File: config.mk
export PLATFORM = sky130hd
export DESIGN_NAME = sram_wb_arbiter
export DESIGN_NICKNAME = d
export VERILOG_FILES = /design/src/rtl/sram_wb_arbiter.sv
export SDC_FILE = /design/constraint.sdc
export NUM_CORES = 1
export LEC_CHECK = 0
export BUFFER_PORTS_ARGS = -buffer_cell sky130_fd_sc_hd__buf_2
export CORE_AREA = 2 2 160 162
export DETAILED_ROUTE_END_ITERATION = 8
export DIE_AREA = 0 0 162 164
export HOLD_SLACK_MARGIN = 0.12
export PLACE_DENSITY = 0.7
export SLEW_MARGIN = 20
export SYNTH_ARGS = -nofsm -noshare
export SYNTH_HDL_FRONTEND = slang
export SYNTH_SLANG_ARGS = --single-unit
File: constraint.sdc
create_clock -name clk -period 5.55 [get_ports clk]
set_clock_uncertainty 0.05 [all_clocks]
set_input_delay 0.555 -clock clk [delete_from_list [all_inputs] [get_ports clk]]
set_output_delay 0.555 -clock clk [all_outputs]
set_load 0.05 [all_outputs]
File: src/rtl/sram_wb_arbiter.sv
// sram_wb_arbiter
// Two-master arbiter in front of a single SRAM controller. One transaction is
// in flight at a time: the winner's request is latched, presented to the
// controller for exactly one cycle, then the arbiter follows the controller's
// s_nak busy pulse (rise, then fall) before returning data and an ack.
// A counter aborts the transaction with err if the controller never responds.
//
// Handshake: a master raises mN_stb with addr/we/din stable and keeps it high
// until it sees mN_ack (one cycle, err alongside on a timeout). The arbiter
// raises s_stb for a single cycle per access; the controller answers by raising
// s_nak the next cycle and dropping it when read data on s_dout is valid.
//
// Ports
//   clk, rst                  clock, synchronous active-high reset
//   m0_*/m1_*  stb,addr,we,din   master requests (we all-zero = read)
//   m0_*/m1_*  dout,ack,err      master responses, registered
//   s_stb,s_addr,s_we,s_din      registered request to the SRAM controller
//   s_dout,s_nak                 controller read data and busy flag
//   fsm_state                    current FSM state, for observation
//
// Parameters
//   TIMEOUT    cycles allowed in the wait states before abort
//   FIXED_PRI  0 = round-robin on contention, 1 = m0 always wins
module sram_wb_arbiter #(
  parameter int TIMEOUT   = 15,
  parameter bit FIXED_PRI = 1'b0
) (
  input  logic        clk,
  input  logic        rst,
  input  logic        m0_stb,
  input  logic [31:0] m0_addr,
  input  logic [5:0]  m0_we,
  input  logic [47:0] m0_din,
  output logic [47:0] m0_dout,
  output logic        m0_ack,
  output logic        m0_err,
  input  logic        m1_stb,
  input  logic [31:0] m1_addr,
  input  logic [5:0]  m1_we,
  input  logic [47:0] m1_din,
  output logic [47:0] m1_dout,
  output logic        m1_ack,
  output logic        m1_err,
  output logic        s_stb,
  output logic [31:0] s_addr,
  output logic [5:0]  s_we,
  output logic [47:0] s_din,
  input  logic [47:0] s_dout,
  input  logic        s_nak,
  output logic [2:0]  fsm_state
);

  typedef enum logic [2:0] {
    S_IDLE    = 3'd0,
    S_ISSUE   = 3'd1,
    S_WAIT_HI = 3'd2,
    S_WAIT_LO = 3'd3,
    S_ACK     = 3'd4
  } state_t;

  localparam logic [3:0] TMO = 4'(TIMEOUT);

  state_t     state;
  state_t     state_next;
  logic       grant;        // 0 = m0, 1 = m1 owns the current transaction
  logic       grant_next;
  logic       last_grant;   // master served by the previous completed access
  logic [3:0] tmo_cnt;
  logic       timeout_hit;
  logic       done_hit;

  assign fsm_state = state;

  always_comb begin
    state_next  = state;
    grant_next  = grant;
    timeout_hit = 1'b0;
    done_hit    = 1'b0;
    case (state)
      S_IDLE: begin
        if (m0_stb || m1_stb) begin
          state_next = S_ISSUE;
          if (m0_stb && m1_stb)
            grant_next = FIXED_PRI ? 1'b0 : ~last_grant;
          else
            grant_next = m1_stb;
        end
      end
      S_ISSUE: state_next = S_WAIT_HI;
      S_WAIT_HI: begin
        if (tmo_cnt == TMO) begin
          timeout_hit = 1'b1;
          state_next  = S_ACK;
        end else if (s_nak) begin
          state_next = S_WAIT_LO;
        end
      end
      S_WAIT_LO: begin
        // An expired counter wins over a late completion in the same cycle.
        if (tmo_cnt == TMO) begin
          timeout_hit = 1'b1;
          state_next  = S_ACK;
        end else if (!s_nak) begin
          done_hit   = 1'b1;
          state_next = S_ACK;
        end
      end
      S_ACK:   state_next = S_IDLE;
      default: state_next = S_IDLE;
    endcase
  end

  always_ff @(posedge clk) begin
    if (rst) begin
      state      <= S_IDLE;
      grant      <= 1'b0;
      last_grant <= 1'b1;
      tmo_cnt    <= 4'd0;
      s_stb      <= 1'b0;
      s_addr     <= 32'd0;
      s_we       <= 6'd0;
      s_din      <= 48'd0;
      m0_ack     <= 1'b0;
      m0_err     <= 1'b0;
      m0_dout    <= 48'd0;
      m1_ack     <= 1'b0;
      m1_err     <= 1'b0;
      m1_dout    <= 48'd0;
    end else begin
      state <= state_next;
      grant <= grant_next;

      // Outputs are registered from the next state so each one lines up
      // with the state it belongs to.
      s_stb <= (state_next == S_ISSUE);

      // The controller-side address/we/din registers double as the request
      // latch and hold until the next grant.
      if (state == S_IDLE && state_next == S_ISSUE) begin
        s_addr <= grant_next ? m1_addr : m0_addr;
        s_we   <= grant_next ? m1_we   : m0_we;
        s_din  <= grant_next ? m1_din  : m0_din;
      end

      if (state == S_ISSUE)
        tmo_cnt <= 4'd0;
      else if (state == S_WAIT_HI || state == S_WAIT_LO)
        tmo_cnt <= tmo_cnt + 4'd1;

      if (done_hit || timeout_hit) begin
        if (grant) begin
          m1_ack  <= 1'b1;
          m1_err  <= timeout_hit;
          m1_dout <= timeout_hit ? 48'd0 : s_dout;
        end else begin
          m0_ack  <= 1'b1;
          m0_err  <= timeout_hit;
          m0_dout <= timeout_hit ? 48'd0 : s_dout;
        end
      end

      if (state == S_ACK) begin
        m0_ack     <= 1'b0;
        m0_err     <= 1'b0;
        m0_dout    <= 48'd0;
        m1_ack     <= 1'b0;
        m1_err     <= 1'b0;
        m1_dout    <= 48'd0;
        last_grant <= grant;
      end
    end
  end

endmodule

Word level (Yosys, flattened, before mapping)
Index checks and enable logic that the tools add are counted.

operators by class
  reduce and logical (&&, ||, !) cells = 11
  multiplexer cells = 18
  bitwise gates (word level) = 2
  equal/unequal tests = 6
  $add $sub $neg = 1

operators by type and width
  cell                                                              number
  48-bit two-way mux                                                2
  32-bit two-way mux                                                1
  3-bit two-way mux                                                 5
  3-bit case mux with 4 select lines                                1
  1-bit two-way mux                                                 8
  3-bit by 1-bit == test with 1-bit output (second input constant)  2
  3-bit by 2-bit == test with 1-bit output (second input constant)  2
  6-bit two-way mux                                                 1
  2-bit OR reduction                                                3
  4-bit by 1-bit adder with 4-bit output (second input constant)    1
  4-bit == test (second input constant)                             1
  2-bit AND reduction                                               2
  3-bit == test (second input constant)                             1
  3-bit zero test                                                   1
  1-bit logical OR                                                  3
  1-bit logical AND                                                 2
  1-bit inverter                                                    2

storage, ports and cells
  output and inout port bits = 190
  register bits after elaboration = 196
  input port bits = 225
  logic and storage cells = 52

Depth between registers and ports, before layout
Gate-level depths: netlist of the first run.

  depth after elaboration = 5
  depth in mapped cells = 8
  gate-level depth less buffers = 5

Worst setup path before layout of the first run
Ideal clock, no wire load.

  path type = reg2reg
  start point = register state[1] (netlist: fsm_state[1])
  end point = register m0_dout[31]
  period minus slack after synthesis = 2.309 ns
  buffers on the path = 3
  stages on the path, launching flop included = 8
  slack = 3.241 ns
  data required time = 5.424 ns
  library setup time = 0.076 ns
  arrival = 2.183 ns
  path through = dfxtp_1 > buf_2 > nand2b_1 > or3_1 > or3_1 > buf_2 > buf_2 > o22ai_1

between the ends
  word-level cells in the longest chain between the ends = 5
  elaborated cells between the ends (all ways) = 10
  those cells by class = eq/ne: 3; mux: 3; reduce/logical: 4

RTL lines
  item                                      RTL line  text
  start: declaration                        63        state_t state;
  start signal: assignment                  130       state <= state_next;
  3-bit by 2-bit == test with 1-bit output  79        case (state)
  2-bit OR reduction (no source line)       --
  1-bit two-way mux                         --
  1-bit logical OR                          150       if (done_hit || timeout_hit) begin
  2-bit AND reduction (no source line)      --
  end signal: assignment                    158       m0_dout <= timeout_hit ? 48'd0 : s_dout;
  end: declaration                          34        output logic [47:0] m0_dout,

Several ways; a longest one is shown, not always the timed one.
A chain may end at the register's enable or synchronous reset.

Worst setup path after layout of the first run
  start point = register state[2] (netlist: fsm_state[2])
  end point = register m1_dout[0]

between the ends
  word-level cells in the longest chain between the ends = 5
  elaborated cells between the ends (all ways) = 10
  those cells by class = eq/ne: 3; mux: 3; reduce/logical: 4

RTL lines
  item                                      RTL line  text
  3-bit by 2-bit == test with 1-bit output  79
  2-bit OR reduction (no source line)       --
  1-bit two-way mux                         --
  1-bit logical OR                          150
  2-bit AND reduction (no source line)      --
  end signal: assignment                    154       m1_dout <= timeout_hit ? 48'd0 : s_dout;
  end: declaration                          41        output logic [47:0] m1_dout,

Several ways; a longest one is shown, not always the timed one.

==> results of run 1 <==
-- registers in the layout, summed over array words and instances, names as in the netlist --
name and count:
m0_dout 48, m1_dout 48, s_din 48, s_addr 32, s_we 6, tmo_cnt 4
fsm_state 3, grant 1, last_grant 1, m0_ack 1, m0_err 1, m1_ack 1
m1_err 1, s_stb 1
-- kinds of logic after synthesis --
family                   after synthesis  synth area share (%)
multiplexers                           2                 0.290
AND/OR/NAND/NOR                      515                  33.5
adder cells (fa/ha/maj)                1                 0.161
flip-flops                           196                  50.6
AO/OA/AOI/OAI                        119                  9.93
buffers and inverters                 99                  5.56
-- per-layer routing --
layer	wire [um]	share of wire [%]
met1	11300	43
met2	12600	48
met3	1850	7.0
met4	648	2.4
met5	0	0
-- layout make-up --
type	instances	area share (%)
tap	330	3.89
inverter	2	0.0707
multi-input combinational	637	32.8
clock inverter	15	1.98
clock buffer	17	4.01
antenna	1	0.0236
timing repair buffer	422	20.3
sequential	196	36.9
-- final timing paths --
| check | start | to | slack (ps) |
|---|---|---|---|
| worst max-delay path | fsm_state[2] | m1_dout[0] | 2790 |
| worst min-delay path | s_dout[25] | m0_dout[25] | 340 |
| worst max register to register | fsm_state[2] | m1_dout[0] | 2790 |
| worst min register to register | m1_dout[3] | m1_dout[3] | 420 |
-- cells in the mapped netlist (4+ instances only) --
master,n
a21oi_1,4
buf_1,4
buf_2,24
buf_6,4
clkbuf_1,65
dfxtp_1,196
nand2_1,146
nor2_1,97
nor3_1,168
nor3_2,7
nor4_1,60
nor4_2,26
o22ai_1,96
-- through the flow --
stage | std cells | hold WS [ps] | worst slack, ps | cell area, um2 | power (uW)
floorplan | 932 | 432 | 3240 | 7760 | 2410
global placement | 1587 | 391 | 2910 | 9980 | 2680
detailed placement | 1587 | 400 | 2780 | 9980 | 2700
CTS | 1619 | 323 | 2760 | 10600 | 4020
global route | 1620 | 333 | 2580 | 10600 | 4170
finish | 1620 | 339 | 2790 | 10600 | 3980
-- where the power goes --
part / total, uW / internal [uW] / switching (uW) / leakage (uW)
Combinational: 1080 / 277 / 807 / 0.00282
Sequential: 1590 / 1520 / 63.7 / 0.00160
Clock: 1310 / 636 / 677 / 0.000302
Total: 3980 / 2430 / 1550 / 0.00473
-- worst min-delay path, stage by stage --
cell     delay (ps)
buf_2            90
nand2_1          60
o22ai_1          70
==> impl_metrics.ini, run 1 <==
[outcome]
status = complete, no violations

[logic_synthesis]
synth_edf_count = 0
ys_warn_count = 0
synth_seq_cells = 196
ys_seq_area_share_pct = 50.6
synth_area_mm2 = 0.00776
async_flop_share_pct = 0
synth_fp_nets = 1158
yosysTopAreaCellShare_pct = 50.6
yosysTopAreaCell = dfxtp_1
synthTopCellsByArea = dfxtp_1, nor3_1, o22ai_1
syn_inst = 932
avgSynthCellArea_um2 = 8.33
ys_types = 35
synth-main-ff-cell = dfxtp_1

[route]
final_antenna_net_count = 0
drc = 0
wire_per_inst_um = 16.3
finalWirelength_um = 26500
dr.pass1.iters = 7
avgViaCountPerCell = 5.07
route.vias.total = 8210
drtIter0Drc = 613

[floorplanning]
initial_core_util_pct = 31.3
rows = 58
die_area_mm2 = 0.0266
die_x_um = 162
coreArea_mm2 = 0.0248
die_y_um = 164
ios = 415

[worst_setup_path]
end_kind = register
start_kind = register
crit_buf_inv = 0
crit_type = register to register
crit_cells = 4
reg2reg_depth = 4
cp_data_arrival_time_ps = 3040
cp_slowest_stage_delay_ps = 830
critical-path-slowest-cell = nand3_2
cp_top_family = simple AND/OR/NAND/NOR gates
worstPathMaxFanout = 48
crit_required_ps = 5830
crit_chain = nand2b_1, or2_2, nand3_2, o22ai_1

[sta]
finalHoldViolCount = 0
tns_ps = 0
worst_pin_slew_ps = 1100
fin_crit_ps = 2760
finalCritPeriodShare_pct = 49.7
slew_violations = 0
slew_headroom_pct = 26.5
grt_setup_unrepaired = false
max_freq_mhz = 362
setup_viol = 0

[clocking]
cts_made_buffers = 17
tritoncts = yes
cts_hold_repair.buffers = 0
htree_levels = 4
clkTransAtPathRegs_ps = 90
cts_setup_buffers = 0
clock_sinks = 196
cts_resized = 0
root_buffer = clkbuf_16
cts_buffer_depth = 2
insertion_delay_ps = 420

[placement]
gp_congestion = 0.854
io_buffers = 414
place.detailed.hpwl_um = 17800

[global_routing]
met3_usage_pct = 4.19
antenna_found_initial = 1
grt_util_met2_pct = 30.9
grt_first_pass_wirelength_um = 40300
busiest_layer = met2
grt_max_degree = 151
grtUsageTotal_pct = 18.8
grt_pass1_vias = 7723
grt_overflow = 0
grtUsageMet1_pct = 24.1

[power_and_ir_drop]
irDropWorstVdd_v = 0.000172
power_density_mw_per_mm2 = 375
p_leak_uw = 0.00473

[finish]
regArea_mm2 = 0.00392
layout_commonest_cell = buf_2
drive_gt1_share_pct = 38.8
finish.utilization_pct = 42.8
areaGrowthSynthToFinish_pct = 36.9
multi_input_area_mm2 = 0.00348
final_nets = 1502
fillers = 2525
final_cell_mix = buf_2, dfxtp_1, nor3_1, nand2_1, nor2_1

[hold_path]
hold_path_class = primary input to register
hold_depth = 3

[run]
timing.max_cap.violations = 0
Note: power is estimated with default switching activity, not from simulation.
==> run 2: changes to the inputs <==
--- a/config.mk
+++ b/config.mk
@@ -6,11 +6,11 @@
 export NUM_CORES = 1
 export LEC_CHECK = 0
 export BUFFER_PORTS_ARGS = -buffer_cell sky130_fd_sc_hd__buf_2
-export CORE_AREA = 2 2 160 162
+export CORE_AREA = 2 2 163 165
 export DETAILED_ROUTE_END_ITERATION = 8
-export DIE_AREA = 0 0 162 164
+export DIE_AREA = 0 0 165 167
 export HOLD_SLACK_MARGIN = 0.12
-export PLACE_DENSITY = 0.7
+export PLACE_DENSITY = 0.71
 export SLEW_MARGIN = 20
 export SYNTH_ARGS = -nofsm -noshare
 export SYNTH_HDL_FRONTEND = slang
==> constraint.sdc (replaced) <==
create_clock -name clk -period 2.45 [get_ports clk]
set_clock_uncertainty 0.05 [all_clocks]
set_input_delay 0.245 -clock clk [delete_from_list [all_inputs] [get_ports clk]]
set_output_delay 0.245 -clock clk [all_outputs]
set_load 0.05 [all_outputs]
==> run 2 against run 1 <==
Cell count rose by 6.0%. Routed wire length rose by 5.7%. Fmax rose by 24%. Critical path type unchanged. Sequential share of layout area fell by 3.2 points. Combinational power rose to 2.5 times the previous value. Non-clock buffer count rose by 90.
==> impl_metrics.ini, run 2 (synthesized netlist as in run 1, its figures left out) <==
[finish]
finish.utilization_pct = 45.2
layout_commonest_cell = buf_2
largest_registers = m0_dout: 48 flops, m1_dout: 48 flops, s_din: 48 flops
drive_gt1_share_pct = 38.0
regArea_mm2 = 0.00392
final_nets = 1593
fillers = 2486
final_cell_mix = buf_2, dfxtp_1, nor3_1, nand2_1, nor2_1
multi_input_area_mm2 = 0.00350
areaGrowthSynthToFinish_pct = 49.9

[clocking]
cts_buffer_depth = 2
tritoncts = yes
insertion_delay_ps = 420
clock_sinks = 196
cts_setup_buffers = 0
clkTransAtPathRegs_ps = 90
htree_levels = 4
cts_made_buffers = 17
root_buffer = clkbuf_16

[floorplanning]
coreArea_mm2 = 0.0258
die_x_um = 165
rows = 59
die_y_um = 167
die_area_mm2 = 0.0276
ios = 415
initial_core_util_pct = 30.1

[run]
timing.max_cap.violations = 0

[power_and_ir_drop]
p_leak_uw = 0.00518
p_total_uw = 9200
power_density_mw_per_mm2 = 791
irDropWorstVdd_v = 0.000455

[worst_setup_path]
end_kind = register
cp_data_arrival_time_ps = 2500
crit_required_ps = 2720
start_kind = register
crit_type = register to register
worstPathMaxFanout = 29

[global_routing]
grt_max_degree = 72
antenna_found_initial = 2
grt_pass1_vias = 8357
grt_first_pass_wirelength_um = 43000
grt_overflow = 0
grtUsageTotal_pct = 19.2

[sta]
worst_pin_slew_ps = 737
finalCritPeriodShare_pct = 91.0
whs_ps = 125
max_freq_mhz = 449
grt_setup_unrepaired = false
tns_ps = 0
fin_crit_ps = 2230
slew_headroom_pct = 50.9
slew_violations = 0
finalHoldViolCount = 0
setup_viol = 0

[route]
dr.pass1.iters = 5
final_antenna_net_count = 0
avgViaCountPerCell = 5.13
drtIter0Drc = 576
finalWirelength_um = 28000
drc = 0
route.vias.total = 8809
wire_per_inst_um = 16.3

[outcome]
status = complete, no violations

[hold_path]
hold_path_class = primary input to register

[placement]
place.detailed.hpwl_um = 18800
gp_congestion = 0.928
io_buffers = 414
run 2: changes by cell type in the layout (fill, tap and decap cells not counted), moves of 2 or more:
cell,before,now
buf_12,2,15
clkinv_4,0,2
dlygate4sd3_1,0,66
buf_4,7,18
inv_6,2,4
inv_12,6,2
run 2: worst paths after layout:
check                             startpoint          to  slack (ps)  cells past startpoint
worst max-delay path            fsm_state[2]   s_din[27]         220                      5
worst min-delay path              m1_din[20]   s_din[20]         120                      3
worst max register to register  fsm_state[2]   s_din[27]         220                      5
worst min register to register    m1_dout[0]  m1_dout[0]         410                      2
run 2: worst max-delay path, stage by stage (launching register included):
cell	delay [ps]
dfxtp_1	440
or4b_4	630
a32oi_4	430
buf_12	250
nor3_1	60
nor4_1	250
run 2: where the power goes:
part	internal, uW	switching, uW
Combinational	817	1890
Clock	1430	1470
Sequential	3450	148
Total	5690	3510
run 2: timing repair:
item,CTS,global route
setup endpoints to repair,0,5
endpoints found under the hold margin,113,0
hold buffers,66,0
gates resized for setup,0,1
run 2: layout make-up:
cell class / count / area share, %
sequential: 196 / 33.7
multi-input combinational: 638 / 30.1
timing repair buffer: 512 / 27.2
clock buffer: 18 / 3.78
tap: 335 / 3.60
clock inverter: 14 / 1.53
inverter: 2 / 0.0645
antenna: 2 / 0.0430
run 2: routing by layer:
| metal | wire (um) | up-vias | share of wire (%) | GRT usage [%] |
|---|---|---|---|---|
| li1 | - | 4202 | - | - |
| met5 | 0 | - | 0 | 0 |
| met4 | 870 | 0 | 3.1 | 8.47 |
| met3 | 2220 | 65 | 8.0 | 5.33 |
| met2 | 13600 | 425 | 49 | 31.8 |
| met1 | 11300 | 4117 | 40 | 23.2 |
run 2: stage by stage:
step	cell area, um2	worst slack [ps]	instances
floorplan	7760	141	932
global placement	10300	268	1616
detailed placement	10300	146	1616
CTS	11600	143	1714
global route	11600	40.0	1717
finish	11600	221	1717
==> run 3: changes to the inputs <==
==> config.mk (replaced) <==
export PLATFORM = sky130hd
export DESIGN_NAME = sram_wb_arbiter
export DESIGN_NICKNAME = d
export VERILOG_FILES = /design/src/rtl/sram_wb_arbiter.sv
export SDC_FILE = /design/constraint.sdc
export NUM_CORES = 1
export LEC_CHECK = 0
export CORE_AREA = 2 2 161 163
export DETAILED_ROUTE_END_ITERATION = 8
export DIE_AREA = 0 0 163 165
export DONT_BUFFER_PORTS = 1
export HOLD_SLACK_MARGIN = 0.12
export PLACE_DENSITY = 0.57
export SLEW_MARGIN = 20
export SYNTH_ARGS = -nofsm -noshare
export SYNTH_HDL_FRONTEND = slang
export SYNTH_SLANG_ARGS = --single-unit
==> run 3 against run 2 <==
Core utilization shrank 0.30 points. Routed wire length down 1.1%. Power fell by 1.1%. Global-route usage shrank 0.17 points. First-iteration DRC count grew 6.8%. Register-to-register slack worse by 50 ps. Clock power barely moved. Fmax shrank 2.1%. Sequential share of layout area rose by 1.2 points. Cell count fell by 15%. Critical endpoint is now s_we[3].
==> impl_metrics.ini, run 3 (synthesized netlist as in run 1, its figures left out) <==
[finish]
final_cell_mix = dlygate4sd3_1, dfxtp_1, nor3_1, nand2_1, nor2_1
largest_registers = m0_dout: 48 flops, m1_dout: 48 flops, s_din: 48 flops
final_nets = 1350
stdcell_count = 1467
areaGrowthSynthToFinish_pct = 44.7
fillers = 2316
layout_commonest_cell = dlygate4sd3_1
diodes = 0
drive_gt1_share_pct = 10.9

[worst_setup_path]
r2r_start = fsm_state[1]
cp_data_arrival_time_ps = 2520
reg2reg_depth = 5
cp_slowest_stage_delay_ps = 560
startpoint = fsm_state[1]
worstPathMaxFanout = 9
crit_required_ps = 2690
end_kind = register
crit_chain = or4b_4, a32oi_4, buf_4, nor3_1, nor4_1
cp_top_family = simple AND/OR/NAND/NOR gates
critical-path-slowest-cell = or4b_4
crit_type = register to register
r2r_end = s_we[3]
rrSetupSlack_ps = 170
crit_buf_inv = 1
start_kind = register

[global_routing]
antenna_found_initial = 0
grt_pass1_vias = 7646
grt_max_degree = 94
grt_overflow = 0
grt_first_pass_wirelength_um = 41100
grtUsageTotal_pct = 19.1

[clocking]
root_buffer = clkbuf_16
cts_buffer_depth = 2
htree_levels = 4
tritoncts = yes
cts_setup_buffers = 0
clkTransAtPathRegs_ps = 80
insertion_delay_ps = 420
clock_sinks = 196
cts_made_buffers = 17

[power_and_ir_drop]
p_leak_uw = 0.00404
seq_power_share_pct = 50.1
p_sw_share_pct = 37.2
irDropWorstVdd_v = 0.000493
comb_power_share_pct = 17.7
clkPwrFrac_pct = 32.2
intPower_uw = 5720
switchingPower_uw = 3380
power_density_mw_per_mm2 = 810

[route]
drc = 0
final_antenna_net_count = 0
route.vias.total = 7945
avgViaCountPerCell = 5.42
wire_per_inst_um = 18.9
drtIter0Drc = 615
finalWirelength_um = 27700
dr.pass1.iters = 5

[floorplanning]
die_area_mm2 = 0.0269
die_x_um = 163
coreArea_mm2 = 0.0250
rows = 58
die_y_um = 165
initial_core_util_pct = 31.0
ios = 415

[sta]
finalCritPeriodShare_pct = 92.9
setup_viol = 0
finalHoldViolCount = 0
tns_ps = 0
fin_crit_ps = 2280
max_freq_mhz = 439
whs_ps = 147
worst_slack_ps = 173
slew_violations = 0
worst_pin_slew_ps = 741
slew_headroom_pct = 50.5
grt_setup_unrepaired = false

[placement]
gp_congestion = 0.798
place_inst = 1208
place.detailed.hpwl_um = 16800
io_buffers = 0
dp_slack_ps = 279

[hold_path]
holdCritStartpoint = m0_addr[24]
hold_depth = 2
hold_end = s_addr[24]
hold_path_class = primary input to register

[outcome]
status = complete, no violations

[run]
timing.max_cap.violations = 0
## run 3: cell types whose count changed in the layout (fill, tap and decap cells not counted), sizes merged
| cell | delta |
|---|---|
| bufinv | +2 |
| a32o | -1 |
| diode | -2 |
| clkinvlp | +1 |
| dlygate4sd3 | +159 |
| buf | -402 |
| clkinv | -2 |
## run 3: area by class of cell
| type | count | area (um2) | area share, % |
|---|---|---|---|
| clock inverter | 15 | 193 | 1.72 |
| tap | 330 | 413 | 3.68 |
| sequential | 196 | 3920 | 34.9 |
| multi-input combinational | 637 | 3480 | 31.0 |
| timing repair buffer | 270 | 2790 | 24.8 |
| clock buffer | 17 | 425 | 3.79 |
| inverter | 2 | 7.51 | 0.0669 |
## run 3: what timing repair did
| action | 4_1_cts | 5_1_grt |
|---|---|---|
| endpoints found under the setup margin | 0 | 1 |
| hold buffers | 226 | 0 |
| endpoints found under the hold margin | 194 | 0 |
| gates resized for setup | 0 | 1 |
## run 3: how the worst max path moves through the flow
| stage | to | slack (ps) | cells past startpoint |
|---|---|---|---|
| final | s_we[3] | 170 | 5 |
| after global routing | fsm_state[0] | 8 | 8 |
| after CTS | fsm_state[0] | 80 | 8 |
| after global placement | s_din[20] | 320 | 5 |
| after floorplan | m0_dout[31] | 140 | 7 |
| after detailed placement | s_din[9] | 280 | 5 |
## run 3: layer usage
| metal | vias to the layer above | part of all wire (%) | global-route usage [%] |
|---|---|---|---|
| li1 | 3723 | - | - |
| met1 | 3741 | 39 | 22.7 |
| met2 | 405 | 49 | 31.7 |
| met3 | 76 | 7.9 | 5.05 |
| met4 | 0 | 3.8 | 9.77 |
| met5 | - | 0 | 0 |
## run 3: metrics by stage
stage | power, uW | utilization (%) | cell area, um2
6_report | 9100 | 44.8 | 11200
5_1_grt | 9480 | 44.8 | 11200
4_1_cts | 9130 | 44.7 | 11200
3_5_place_dp | 5830 | 33.1 | 8300
3_3_place_gp | 5810 | 33.1 | 8300
2_1_floorplan | 5460 | - | 7760
## run 3: power by group through the flow
stage               registers, uW  logic, uW  clock network [uW]
finish                       4560       1610                2930
global route                 4580       1740                3160
CTS                          4550       1540                3040
detailed placement           4620       1210                   0
global placement             4620       1190                   0
floorplan                    4540        918                   0
